### src/rtl/scan_stream.sv
// scan_stream: walks a memory region (base, length, stride), issues one read
// per word, absorbs RD_LAT cycles of read latency and streams each word out
// over a valid/ready handshake.
//
// Ports:
//   clk, rst                 clock, asynchronous active-low reset
//   start                    begins a scan (sampled only while idle)
//   base_addr/length/stride  scan parameters, latched on accepted start
//   read_select, read_en     memory read address and one-cycle strobe
//   read_data                memory word, valid RD_LAT cycles after read_en
//   data_out/data_valid/
//   data_ready/data_last     output stream handshake
//   scan_start               busy, from accepted start until the done cycle
//   done                     one-cycle end-of-scan pulse
//
// Optional build macro SCAN_CHECKSUM_EN: appends one extra beat carrying the
// mod-2^DATA_W sum of all streamed words; that beat carries data_last.
module scan_stream #(
    parameter int ADDR_W = 14,
    parameter int DATA_W = 8,
    parameter int LEN_W  = 15,
    parameter int RD_LAT = 1
) (
    input  logic              clk,
    input  logic              rst,
    input  logic              start,
    input  logic [ADDR_W-1:0] base_addr,
    input  logic [LEN_W-1:0]  length,
    input  logic [ADDR_W-1:0] stride,
    output logic [ADDR_W-1:0] read_select,
    output logic              read_en,
    input  logic [DATA_W-1:0] read_data,
    output logic [DATA_W-1:0] data_out,
    output logic              data_valid,
    input  logic              data_ready,
    output logic              data_last,
    output logic              scan_start,
    output logic              done
);

    localparam logic [2:0] S_IDLE  = 3'd0;
    localparam logic [2:0] S_ISSUE = 3'd1;
    localparam logic [2:0] S_WAIT  = 3'd2;
    localparam logic [2:0] S_OUT   = 3'd3;
    localparam logic [2:0] S_DONE  = 3'd4;
`ifdef SCAN_CHECKSUM_EN
    localparam logic [2:0] S_SUM   = 3'd5;
`endif

    localparam int CNT_W = (RD_LAT > 1) ? $clog2(RD_LAT) : 1;

    logic [2:0]        state;
    logic [ADDR_W-1:0] addr;
    logic [ADDR_W-1:0] stride_q;
    logic [LEN_W-1:0]  remaining;
    logic [CNT_W-1:0]  lat_cnt;
    logic [ADDR_W-1:0] next_addr;
    logic              capture;

    // Status strobes decode straight from the state so reset clears them at once.
    assign read_en    = (state == S_ISSUE);
    assign scan_start = (state != S_IDLE);
    assign done       = (state == S_DONE);

    // Wraps silently modulo 2^ADDR_W.
    assign next_addr = addr + stride_q;
    // Last cycle of the latency window: read_data is valid now.
    assign capture   = (state == S_WAIT) && (lat_cnt == CNT_W'(RD_LAT - 1));

`ifdef SCAN_CHECKSUM_EN
    logic [DATA_W-1:0] sum;

    always_ff @(posedge clk or negedge rst) begin
        if (!rst) begin
            sum <= '0;
        end else if (state == S_IDLE && start) begin
            sum <= '0;
        end else if (capture) begin
            sum <= sum + read_data;
        end
    end
`endif

    always_ff @(posedge clk or negedge rst) begin
        if (!rst) begin
            state       <= S_IDLE;
            addr        <= '0;
            stride_q    <= '0;
            remaining   <= '0;
            lat_cnt     <= '0;
            read_select <= '0;
            data_out    <= '0;
            data_valid  <= 1'b0;
            data_last   <= 1'b0;
        end else begin
            case (state)
                S_IDLE: begin
                    if (start) begin
                        addr      <= base_addr;
                        stride_q  <= stride;
                        remaining <= length;
                        if (length != '0) begin
                            state       <= S_ISSUE;
                            read_select <= base_addr;
                        end else begin
`ifdef SCAN_CHECKSUM_EN
                            // Empty scan still emits the (zero) checksum beat.
                            state      <= S_SUM;
                            data_out   <= '0;
                            data_valid <= 1'b1;
                            data_last  <= 1'b1;
`else
                            state <= S_DONE;
`endif
                        end
                    end
                end
                S_ISSUE: begin
                    state   <= S_WAIT;
                    lat_cnt <= '0;
                end
                S_WAIT: begin
                    if (capture) begin
                        state      <= S_OUT;
                        data_out   <= read_data;
                        data_valid <= 1'b1;
`ifdef SCAN_CHECKSUM_EN
                        data_last  <= 1'b0;
`else
                        data_last  <= (remaining == LEN_W'(1));
`endif
                    end else begin
                        lat_cnt <= lat_cnt + CNT_W'(1);
                    end
                end
                S_OUT: begin
                    // data_valid is always set in this state; outputs hold until accepted.
                    if (data_ready) begin
                        data_valid <= 1'b0;
                        data_last  <= 1'b0;
                        addr       <= next_addr;
                        remaining  <= remaining - LEN_W'(1);
                        if (remaining > LEN_W'(1)) begin
                            state       <= S_ISSUE;
                            read_select <= next_addr;
                        end else begin
`ifdef SCAN_CHECKSUM_EN
                            state      <= S_SUM;
                            data_out   <= sum;
                            data_valid <= 1'b1;
                            data_last  <= 1'b1;
`else
                            state <= S_DONE;
`endif
                        end
                    end
                end
`ifdef SCAN_CHECKSUM_EN
                S_SUM: begin
                    if (data_ready) begin
                        data_valid <= 1'b0;
                        data_last  <= 1'b0;
                        state      <= S_DONE;
                    end
                end
`endif
                S_DONE:  state <= S_IDLE;
                default: state <= S_IDLE;
            endcase
        end
    end

endmodule

### config.mk
export PLATFORM = sky130hd
export DESIGN_NAME = scan_stream
export DESIGN_NICKNAME = d
export VERILOG_FILES = /design/src/rtl/scan_stream.sv
export SDC_FILE = /design/constraint.sdc
export NUM_CORES = 1
export LEC_CHECK = 0
export ABC_CLOCK_PERIOD_IN_PS = 4440
export BUFFER_PORTS_ARGS = -buffer_cell sky130_fd_sc_hd__buf_2
export CORE_MARGIN = 3
export CORE_UTILIZATION = 45
export CTS_CLUSTER_SIZE = 40
export DETAILED_ROUTE_END_ITERATION = 16
export PLACE_DENSITY_LB_ADDON = 0.1
export SETUP_SLACK_MARGIN = 0.05
export SLEW_MARGIN = 40
export SYNTH_ARGS = -nofsm -noshare
export SYNTH_HDL_FRONTEND = slang
export SYNTH_SLANG_ARGS = --single-unit
### constraint.sdc
create_clock -name clk -period 4.44 [get_ports clk]
set_input_delay 0.222 -clock clk [delete_from_list [all_inputs] [get_ports clk]]
set_output_delay 0.222 -clock clk [all_outputs]
set_load 0.02 [all_outputs]
* After elaboration in Yosys (flattened, before gate mapping) *
Index checks and enable logic that the tools add are counted.

word-level totals
  flip-flop bits (word level) = 71
  bits of input ports = 55
  output and inout port bits = 27
  logic and storage cells = 63

operators by class
  $add $sub $neg = 3
  $lt $le $gt $ge = 1
  equal/unequal tests = 11
  mux-type cells = 24
  bitwise logic cells = 1
  reductions and logical operators = 14

operators with widths
  operator                                                                           number
  14-bit two-way mux                                                                 6
  14-bit one-hot mux with 2 select lines                                             2
  15-bit two-way mux                                                                 2
  15-bit one-hot mux with 2 select lines                                             1
  15-bit by 1-bit equality test with 1-bit output (second input constant)            1
  15-bit by 1-bit greater-than comparator with 1-bit output (second input constant)  1
  3-bit two-way mux                                                                  5
  15-bit nonzero test                                                                1
  15-bit by 1-bit subtractor with 15-bit output (second input constant)              1
  14-bit adder                                                                       1
  2-bit inequality test (second input constant)                                      6
  3-bit one-hot mux with 4 select lines                                              1
  3-bit AND reduction                                                                3
  3-bit by 2-bit equality test with 1-bit output (second input constant)             2
  1-bit one-hot mux with 2 select lines                                              3
  2-bit AND reduction                                                                3
  2-bit nonzero test                                                                 3
  5-bit AND reduction                                                                1
  1-bit two-way mux                                                                  4
  3-bit by 1-bit equality test with 1-bit output (second input constant)             1
  3-bit equality test (second input constant)                                        1
  3-bit zero test                                                                    1
  3-bit nonzero test                                                                 1
  1-bit adder (second input constant)                                                1
  2 further kinds                                                                    2

* Logic depth before layout (Yosys ltp) *
Gate-level depths: netlist of the first run.

  word-level depth = 4
  depth in mapped cells = 9

* Worst setup path after synthesis of the first run *
Ideal clock, no wire load.

  path type = reg-to-reg
  start = register addr[0]
  end = register addr[10]
  library setup time = 0.137 ns
  data arrival time = 2.036 ns
  data required time = 4.303 ns
  path slack = 2.267 ns
  stages on the path, launching flop included = 9
  path buffers = 0
  clock period less this slack = 2.173 ns
  cell sequence = dfrtp_1 ha_1 fa_1 a211oi_1 nor2_1 o311ai_0 nor4b_1 a211oi_1 a21oi_1

on the way
  cells in the longest elaborated chain, start to end = 3

ends and longest elaborated chain
  what                                    RTL line  RTL
  start, declared                         53        logic [ADDR_W-1:0] addr;
  start signal, assigned                  99        addr <= base_addr;
  start signal, assigned                  141       addr <= next_addr;
  14-bit adder                            66        assign next_addr = addr + stride_q;
  14-bit two-way mux                      138       if (data_ready) begin
  14-bit one-hot mux with 2 select lines  96        case (state)

Every way passes these cells. The select of a mux whose other input is x is not followed.
A chain may end at the register's enable or synchronous reset.

* Final worst setup path of the first run *
  start = register remaining[11]
  end = register read_select[4]

on the way
  cells in the longest elaborated chain, start to end = 3

ends and longest elaborated chain
  what                                                       RTL line  RTL
  start, declared                                            55        logic [LEN_W-1:0] remaining;
  start signal, assigned                                     101       remaining <= length;
  start signal, assigned                                     142       remaining <= remaining - LEN_W'(1);
  15-bit by 1-bit greater-than comparator with 1-bit output  143       if (remaining > LEN_W'(1)) begin
  2-bit inequality test (no line)                            --
  5-bit AND reduction (no line)                              --
  end signal, assigned                                       104       read_select <= base_addr;
  end signal, assigned                                       145       read_select <= next_addr;
  end, declared                                              30        output logic [ADDR_W-1:0] read_select,

Every way passes these cells.

==> impl_metrics.yaml, run 1 <==
worst_setup_path:
  r2r_cells: 5
  regToRegSetupSlack_ps: 1770
  cp-end-kind: "flip-flop"
  worstPathArrival_ps: 2910
  required_ps: 4680
  worstSetupStartpointType: "flip-flop"
  crit_fanout: 26
  crit_type: "flip-flop to flip-flop"
detailed_routing:
  num_vias: 3352
  avgViaCountPerCell: 5.62
  dr.pass1.iters: 5
  routed_wl_mm: 9.36
  drc: 0
  routedWlPerCell_um: 15.7
  postRouteAntennaNets: 0
  drt-initial-drc-count: 133
clock_network:
  clk_path_buf_depth: 2
  post-cts-setup-buffers: 0
  root_buffer: "clkbuf_8"
  hold_buffers: 0
  cts.sinks: 71
  cts_resized: 0
  cts_buffers: 9
  path_clk_slew_ps: 80
  cts_tree: "built"
  insertion_delay_ps: 350
  cts_max_level: 3
placed_design:
  hpwl_mm: 6.73
  gp_congestion: 0.832
  placed_cell_area_um2: 4440
  port_buffers: 81
  place_ws_ps: 1840
pwr:
  powerDensity_nw_per_um2: 836
  pwr-share-comb: 0.548
  seqPwrFrac: 0.304
  ir_drop_mv: 0.331
  swShare: 0.447
  leakagePower_nw: 2.13
  switchingPower_mw: 1.74
  clkPwrFrac: 0.148
  internal_power_mw: 2.15
  power.total_mw: 3.89
global_route:
  antenna_found_initial: 0
  grt_pass1_wl_mm: 15.9
  overflow: 0
  grt_usage: 0.201
  grt_max_degree: 72
  grt_pass1_vias: 3374
sta:
  worstMarginPinSlew_ps: 694
  whs_ps: -37.3
  fin_crit_sh: 0.602
  setup_tns_ps: 0
  rsz0062_at_grt: "false"
  hold_violations: 17
  min_period_ps: 2670
  slew_violations: 0
  setup_viol: 0
  fmax_mhz: 374
  worst_slack_ps: 1770
  max-slew-margin-rel: 0.533
  skew_ps: 11.2
logic_synthesis:
  async_reset_ff_frac: 1.00
  synth_warnings: 0
  seq_area_frac_synth: 0.450
  yosys.cell_types.count: 55
  synth.net_count: 481
  synth_cells: 410
  ys_ff_latch: 71
  syn_area_um2: 3950
  avgSynthCellArea_um2: 9.63
  synth-edff-count: 0
  synthFlopType: "dfrtp_1"
final_layout:
  final_cell_mix: "81 x buf_2, 71 x dfrtp_1, 52 x o21ai_0"
  final_common_cell: "buf_2"
  drive_above_1_share: 0.269
  syn_to_final_growth_pct: 18.0
  final_area_um2: 4660
  postLayoutCoreUtil: 0.556
  num-nets-final: 557
  n_antenna_cell: 0
outcome:
  status: "complete, but fails checks"
  violations: "negative hold slack"
floorplan:
  rows: 33
  dieArea_um2: 9940
  ios: 82
  die_height_um: 99.7
  die_w_um: 99.7
  fp.coreArea_um2: 8380
  initial_core_util: 0.471
flow_run:
  cap_violations: 0
min_path:
  hold_path.class: "input pin to async pin"
## metal layers
metal / part of all wire / up-vias / wire, um / track usage
met5: 0 / - / 0 / 0
met4: 0.011 / 0 / 101 / 0.0641
met3: 0.051 / 8 / 474 / 0.0323
met2: 0.47 / 85 / 4420 / 0.322
met1: 0.47 / 1593 / 4360 / 0.278
li1: - / 1666 / - / -
## cells in the mapped netlist (all sizes together), types with 3 or more instances
cell type,instances,area [um2]
a211oi,4,30.0
nor2,25,93.8
buf,7,50.1
o211ai,3,22.5
nand3b,3,22.5
and4,3,26.3
a32oi,3,45.1
a21o,5,37.5
o21a,7,52.6
o31ai,4,30.0
a22oi,6,45.0
and2,5,31.3
nor4,6,37.5
ha,15,188
a21oi,25,125
xnor2,5,43.8
dfrtp,71,1780
o21ai,53,269
mux2,23,259
or3,4,25.0
nand3,11,55.1
nor3,14,70.1
nand2,41,154
inv,9,33.8
a31oi,7,43.8
mux2i,5,50.1
and3,3,18.8
clkbuf,14,52.6
## power by group through the flow
stage / clock, mW / sequential (mW) / combinational [mW]
6_report: 0.575 / 1.18 / 2.13
5_1_grt: 0.621 / 1.23 / 2.42
4_1_cts: 0.593 / 1.19 / 2.15
3_5_place_dp: 0 / 1.20 / 2.14
3_3_place_gp: 0 / 1.18 / 2.10
2_1_floorplan: 0 / 1.25 / 1.55
## sequential cells by signal, indices dropped and copies added, names as in the netlist
| name | count |
|---|---|
| remaining | 15 |
| addr | 14 |
| read_select | 14 |
| stride_q | 14 |
| data_out | 8 |
| state | 3 |
| data_last | 1 |
| data_valid | 1 |
| lat_cnt | 1 |
## through the flow
stage | hold slack [ps] | std cells
after floorplan | -73.6 | 410
after global placement | 454 | 580
after detailed placement | 369 | 580
after CTS | 3.41 | 596
after global routing | 24.9 | 596
final | -37.3 | 596
## cells by family after synthesis
kind of cell / share of synthesized area
compound gates: 0.210
xor+xnor: 0.0155
fa+ha+maj: 0.0526
buf+inv: 0.0345
flops: 0.450
mux: 0.0783
simple gates: 0.159
## worst max-delay path, stage by stage (launching register included)
cell	delay, ps
dfrtp_1	410
nor4_1	630
and4bb_1	360
o21ai_2	120
a32oi_4	650
mux2_2	410
## final timing paths
path / start / end
max reg2reg: remaining[11] / read_select[4]
min: rst / remaining[4]
min in group clk: stride[1] / stride_q[1]
max in group asynchronous: rst / stride_q[7]
min reg2reg: read_select[3] / read_select[3]
max: remaining[11] / read_select[4]
## area by class of cell
class	instances	area (um2)
Clock inverter	7	96.3
Inverter	9	33.8
Fill cell	793	3720
Sequential cell	71	1780
Multi-Input combinational cell	309	2050
Timing Repair Buffer	86	447
Tap cell	105	131
Clock buffer	9	124
(Power assumes the default switching activity.)
==> inputs of run 2 (changes only) <==
--- a/config.mk
+++ b/config.mk
@@ -5,7 +5,8 @@
 export SDC_FILE = /design/constraint.sdc
 export NUM_CORES = 1
 export LEC_CHECK = 0
-export ABC_CLOCK_PERIOD_IN_PS = 4440
+export ABC_AREA = 1
+export ABC_CLOCK_PERIOD_IN_PS = 2300
 export BUFFER_PORTS_ARGS = -buffer_cell sky130_fd_sc_hd__buf_2
 export CORE_MARGIN = 3
 export CORE_UTILIZATION = 45
==> constraint.sdc (replaced) <==
create_clock -name clk -period 2.3 [get_ports clk]
set_input_delay 0.115 -clock clk [delete_from_list [all_inputs] [get_ports clk]]
set_output_delay 0.115 -clock clk [all_outputs]
set_load 0.02 [all_outputs]
==> impl_metrics.yaml, run 2 <==
sta:
  slew_violations: 0
  max-slew-margin-rel: 0.531
  min_period_ps: 2050
  hold_violations: 0
  rsz0062_at_grt: "false"
  skew_ps: 13.9
  fmax_mhz: 488
  setup_tns_ps: 0
  setup_viol: 0
  worstMarginPinSlew_ps: 703
  fin_crit_sh: 0.891
logic_synthesis:
  synth-edff-count: 0
  synthAdderAreaFrac: 0.0493
  syn_area_um2: 4210
  synth_top_area_frac: 0.422
  synth_xor_area_frac: 0.0146
  yosys.cell_types.count: 32
  avgSynthCellArea_um2: 7.52
  async_reset_ff_frac: 1.00
  synth_top_area_cell: "dfrtp_1"
  synth_common_cells: "190 x nand2_1, 71 x dfrtp_1, 60 x inv_1"
  synthFlopType: "dfrtp_1"
  synth.most_common_cell: "nand2_1"
  synth-simple-area-share: 0.302
  synth.net_count: 631
  synth_compound_area_frac: 0.0764
  synth_mux_area_frac: 0.0588
  synth_cells: 560
  synth_top_family_by_area: "simple AND/OR/NAND/NOR gates"
  synth_area_leaders: "dfrtp_1 42%, nand2_1 17%, mux2_2 5.9%"
  seq_area_frac_synth: 0.422
  synth_warnings: 0
  ys_ff_latch: 71
final_layout:
  largest-register: "remaining"
  largest_reg_flops: 15
  postLayoutCoreUtil: 0.581
  final_cell_mix: "190 x nand2_1, 81 x buf_2, 71 x dfrtp_1"
  n_antenna_cell: 0
  num-nets-final: 735
  syn_to_final_growth_pct: 22.6
  drive_above_1_share: 0.211
  final_common_cell: "nand2_1"
clock_network:
  cts.sinks: 71
  cts_buffers: 9
  cts_max_level: 3
  root_buffer: "clkbuf_8"
  insertion_delay_ps: 350
  cts_tree: "built"
  path_clk_slew_ps: 80
  clk_path_buf_depth: 2
floorplan:
  fp.coreArea_um2: 8890
  die_w_um: 103
  rows: 34
  ios: 82
  dieArea_um2: 10600
  initial_core_util: 0.474
  die_height_um: 103
global_route:
  grt_pass1_wl_mm: 17.5
  grt_max_degree: 43
  overflow: 0
  grt_pass1_vias: 3775
  antenna_found_initial: 0
  grt_usage: 0.212
detailed_routing:
  avgViaCountPerCell: 4.96
  num_vias: 3854
  routedWlPerCell_um: 13.6
  drt-initial-drc-count: 142
  postRouteAntennaNets: 0
  drc: 0
  dr.pass1.iters: 4
  routed_wl_mm: 10.5
worst_setup_path:
  cp-end-kind: "flip-flop"
  required_ps: 2550
  crit_start: "addr[0]"
  worstPathArrival_ps: 2290
  crit_type: "flip-flop to flip-flop"
  r2r_start: "addr[0]"
  crit_fanout: 4
  worstSetupStartpointType: "flip-flop"
pwr:
  ir_drop_mv: 0.694
  internal_power_mw: 4.20
  switchingPower_mw: 3.71
  powerDensity_nw_per_um2: 1530
  pwr-share-comb: 0.568
  power.total_mw: 7.91
  leakagePower_nw: 2.74
  seqPwrFrac: 0.289
  swShare: 0.470
  clkPwrFrac: 0.144
outcome:
  status: "completed"
min_path:
  hold_path.class: "input pin to flip-flop"
  worstHoldStart: "stride[12]"
placed_design:
  gp_congestion: 0.854
  port_buffers: 81
  hpwl_mm: 7.76
flow_run:
  cap_violations: 0
==> run 2: metrics by stage <==
step / setup slack, ps / std cells / cell area [um2] / hold slack [ps]
2_1_floorplan: 524 / 560 / 4210 / -181
3_3_place_gp: 257 / 738 / 4710 / 213
3_5_place_dp: 180 / 738 / 4710 / 219
4_1_cts: 165 / 774 / 5130 / 0.684
5_1_grt: 66.8 / 777 / 5160 / 1.51
6_report: 251 / 777 / 5160 / 4.59
==> run 2: kinds of logic (layout without fill, tap and decap cells) <==
family                   Yosys count  in the layout
AND/OR/NAND/NOR                  307            307
XOR/XNOR                           7              7
flip-flops                        71             71
buffers and inverters             79            188
AO/OA/AOI/OAI                     58             58
adder cells (fa/ha/maj)           16             16
multiplexers                      22             22
==> run 2: what timing repair did <==
action	CTS	global route
gates resized for setup	0	1
hold endpoints to repair	48	1
hold buffers	20	1
setup buffers	0	2
setup endpoints to repair	0	20
==> run 2: worst paths after layout <==
| path | endpoint | cells after the start | slack (ps) |
|---|---|---|---|
| setup / recovery | read_select[8] | 11 | 250 |
| hold / removal | stride_q[12] | 2 | 5 |
| setup reg to reg | read_select[8] | 11 | 250 |
| hold reg to reg | read_select[3] | 2 | 480 |
| max in group asynchronous | data_out[7] | 3 | 1280 |
| min in group asynchronous | addr[1] | 2 | 340 |
==> run 2: critical path, stage by stage (launching register included) <==
cell	delay, ps
dfrtp_1	390
ha_1	250
fa_1	460
nand3_1	100
nand3_1	180
nand2_1	100
nand2_1	60
xor2_1	140
nand2_1	70
nand2_1	70
nand2_1	80
nand2_1	50
==> run 2: final cells by class <==
type / count / area [um2]
Tap cell: 108 / 135
Fill cell: 818 / 3730
Clock inverter: 5 / 81.3
Inverter: 63 / 236
Timing Repair Buffer: 109 / 681
Sequential cell: 71 / 1780
Clock buffer: 11 / 141
Multi-Input combinational cell: 410 / 2110
==> run 2: power by group through the flow <==
stage | Sequential, mW | Combinational [mW] | Clock [mW]
after CTS | 2.28 | 4.49 | 1.17
after global routing | 2.36 | 5.16 | 1.22
final | 2.29 | 4.49 | 1.14
after global placement | 2.28 | 4.38 | 0
after detailed placement | 2.29 | 4.45 | 0
after floorplan | 2.44 | 3.22 | 0
==> run 2: metal layers <==
metal  up-vias  global-route usage  routed length (um)
li1       1993                   -                   -
met1      1764               0.279                4890
met2        90               0.351                5010
met3         7              0.0548                 581
met4         0              0.0508                  54
met5         -                   0                   0
==> inputs of run 3 (changes only) <==
--- a/config.mk
+++ b/config.mk
@@ -8,8 +8,10 @@
 export ABC_AREA = 1
 export ABC_CLOCK_PERIOD_IN_PS = 2300
 export BUFFER_PORTS_ARGS = -buffer_cell sky130_fd_sc_hd__buf_2
+export CELL_PAD_IN_SITES_DETAIL_PLACEMENT = 0
+export CELL_PAD_IN_SITES_GLOBAL_PLACEMENT = 1
 export CORE_MARGIN = 3
-export CORE_UTILIZATION = 45
+export CORE_UTILIZATION = 36
 export CTS_CLUSTER_SIZE = 40
 export DETAILED_ROUTE_END_ITERATION = 16
 export PLACE_DENSITY_LB_ADDON = 0.1
==> impl_metrics.yaml, run 3 (same netlist as run 2, synthesis figures left out) <==
outcome:
  status: "completed"
worst_setup_path:
  slowest_delay_ps: 440
  cpMostUsedCell: "nand3_1"
  worstPathArrival_ps: 2210
  path_cells: "ha_1 > fa_1 > nand3_1 > nand3_1 > nand3_1 > nand3_1 > nand2_1 > nand3_1 > nand3_1 > nand2_1"
  path_buf_inv: 0
  worstSetupStartpointType: "flip-flop"
  required_ps: 2530
  crit_fanout: 4
  crit_family: "simple AND/OR/NAND/NOR gates"
  cp-end-kind: "flip-flop"
  crit_type: "flip-flop to flip-flop"
  crit_slowest_cell: "fa_1"
clock_network:
  cts_tree: "built"
  root_buffer: "clkbuf_16"
  path_clk_slew_ps: 60
  cts.sinks: 71
  cts_resized: 0
  insertion_delay_ps: 340
  clk_path_buf_depth: 2
  cts_buffers: 9
  cts_max_level: 3
flow_run:
  cap_violations: 0
sta:
  slew_violations: 0
  worstMarginPinSlew_ps: 650
  fmax_mhz: 506
  skew_ps: 7.88
  min_period_ps: 1970
  worst_slack_ps: 325
  fin_crit_sh: 0.859
  setup_tns_ps: 0
  hold_violations: 0
  setup_viol: 0
  max-slew-margin-rel: 0.567
  rsz0062_at_grt: "false"
placed_design:
  hpwl_mm: 8.38
  gp_congestion: 0.823
  place_ws_ps: 319
  port_buffers: 81
final_layout:
  largest_reg_flops: 15
  multi_input_area_um2: 2110
  final_common_cell: "nand2_1"
  final_cell_mix: "190 x nand2_1, 81 x buf_2, 71 x dfrtp_1"
  drive_above_1_share: 0.211
  n_antenna_cell: 0
  fill_cells: 1177
  syn_to_final_growth_pct: 24.7
  num-nets-final: 730
  largest-register: "remaining"
  seqCellArea_um2: 1780
global_route:
  grt_pass1_wl_mm: 19.1
  grt_max_degree: 48
  overflow: 0
  grt_pass1_vias: 3940
  antenna_found_initial: 0
  grt_usage: 0.188
detailed_routing:
  routed_wl_mm: 11.5
  drc: 0
  avgViaCountPerCell: 4.84
  dr.pass1.iters: 4
  drt-initial-drc-count: 214
  num_vias: 3890
  postRouteAntennaNets: 0
  routedWlPerCell_um: 14.3
floorplan:
  fp.coreArea_um2: 11100
  die_w_um: 114
  ios: 82
  rows: 38
  dieArea_um2: 13000
  initial_core_util: 0.379
  die_height_um: 114
pwr:
  powerDensity_nw_per_um2: 1590
  leakagePower_nw: 2.77
  ir_drop_mv: 0.718
min_path:
  hold_path.class: "input pin to flip-flop"
-- run 3: stage by stage --
step                      instance area, um2  hold WS (ps)  cells  total power, mW   util
after floorplan                         4210          -181    560             5.65      -
after global placement                  4770           165    772             6.82  0.428
after detailed placement                4770           175    772             6.86  0.428
after CTS                               5250       0.00591    804             8.47  0.472
after global routing                    5250          2.96    804             9.22  0.472
final                                   5250          10.5    804             8.36  0.472
-- run 3: final cells by class --
cell class,instances,share of cell area
flip-flops and latches,71,0.338
clock buffers,13,0.0495
inverters,63,0.0450
clock inverters,3,0.0124
well taps,140,0.0333
multi-input cells,410,0.401
repair buffers,104,0.120
-- run 3: where the power goes --
| part | switching [mW] | internal [mW] | total [mW] |
|---|---|---|---|
| logic | 2.88 | 1.67 | 4.56 |
| registers | 0.400 | 1.87 | 2.27 |
| clock network | 0.531 | 1.01 | 1.54 |
| total | 3.81 | 4.55 | 8.36 |
-- run 3: worst paths after layout --
path	slack (ps)	cells past startpoint	start	end
worst max-delay path	330	10	addr[0]	read_select[12]
worst min-delay path	10	2	stride[11]	stride_q[11]
worst max register to register	330	10	addr[0]	read_select[12]
worst min register to register	470	2	read_select[5]	read_select[5]
max in group asynchronous	1270	3	rst	remaining[12]
min in group asynchronous	340	2	rst	read_select[4]
-- run 3: worst reg2reg max path: cells and delay by family, from the launching register on --
kind	cells	cell delay (ps)
DFF	1	380
adders and majority gates	2	690
and+or+nand+nor	8	800
-- run 3: per-layer routing --
layer	track usage	share of wire	up-vias
li1	-	-	1978
met1	0.240	0.46	1837
met2	0.318	0.49	68
met3	0.0507	0.040	7
met4	0.0475	0.010	0
met5	0	0	-
-- run 3: repair_timing --
action | CTS | global route
hold buffers | 16 | 0
endpoints found under the hold margin | 39 | 0
setup buffers | 0 | 0
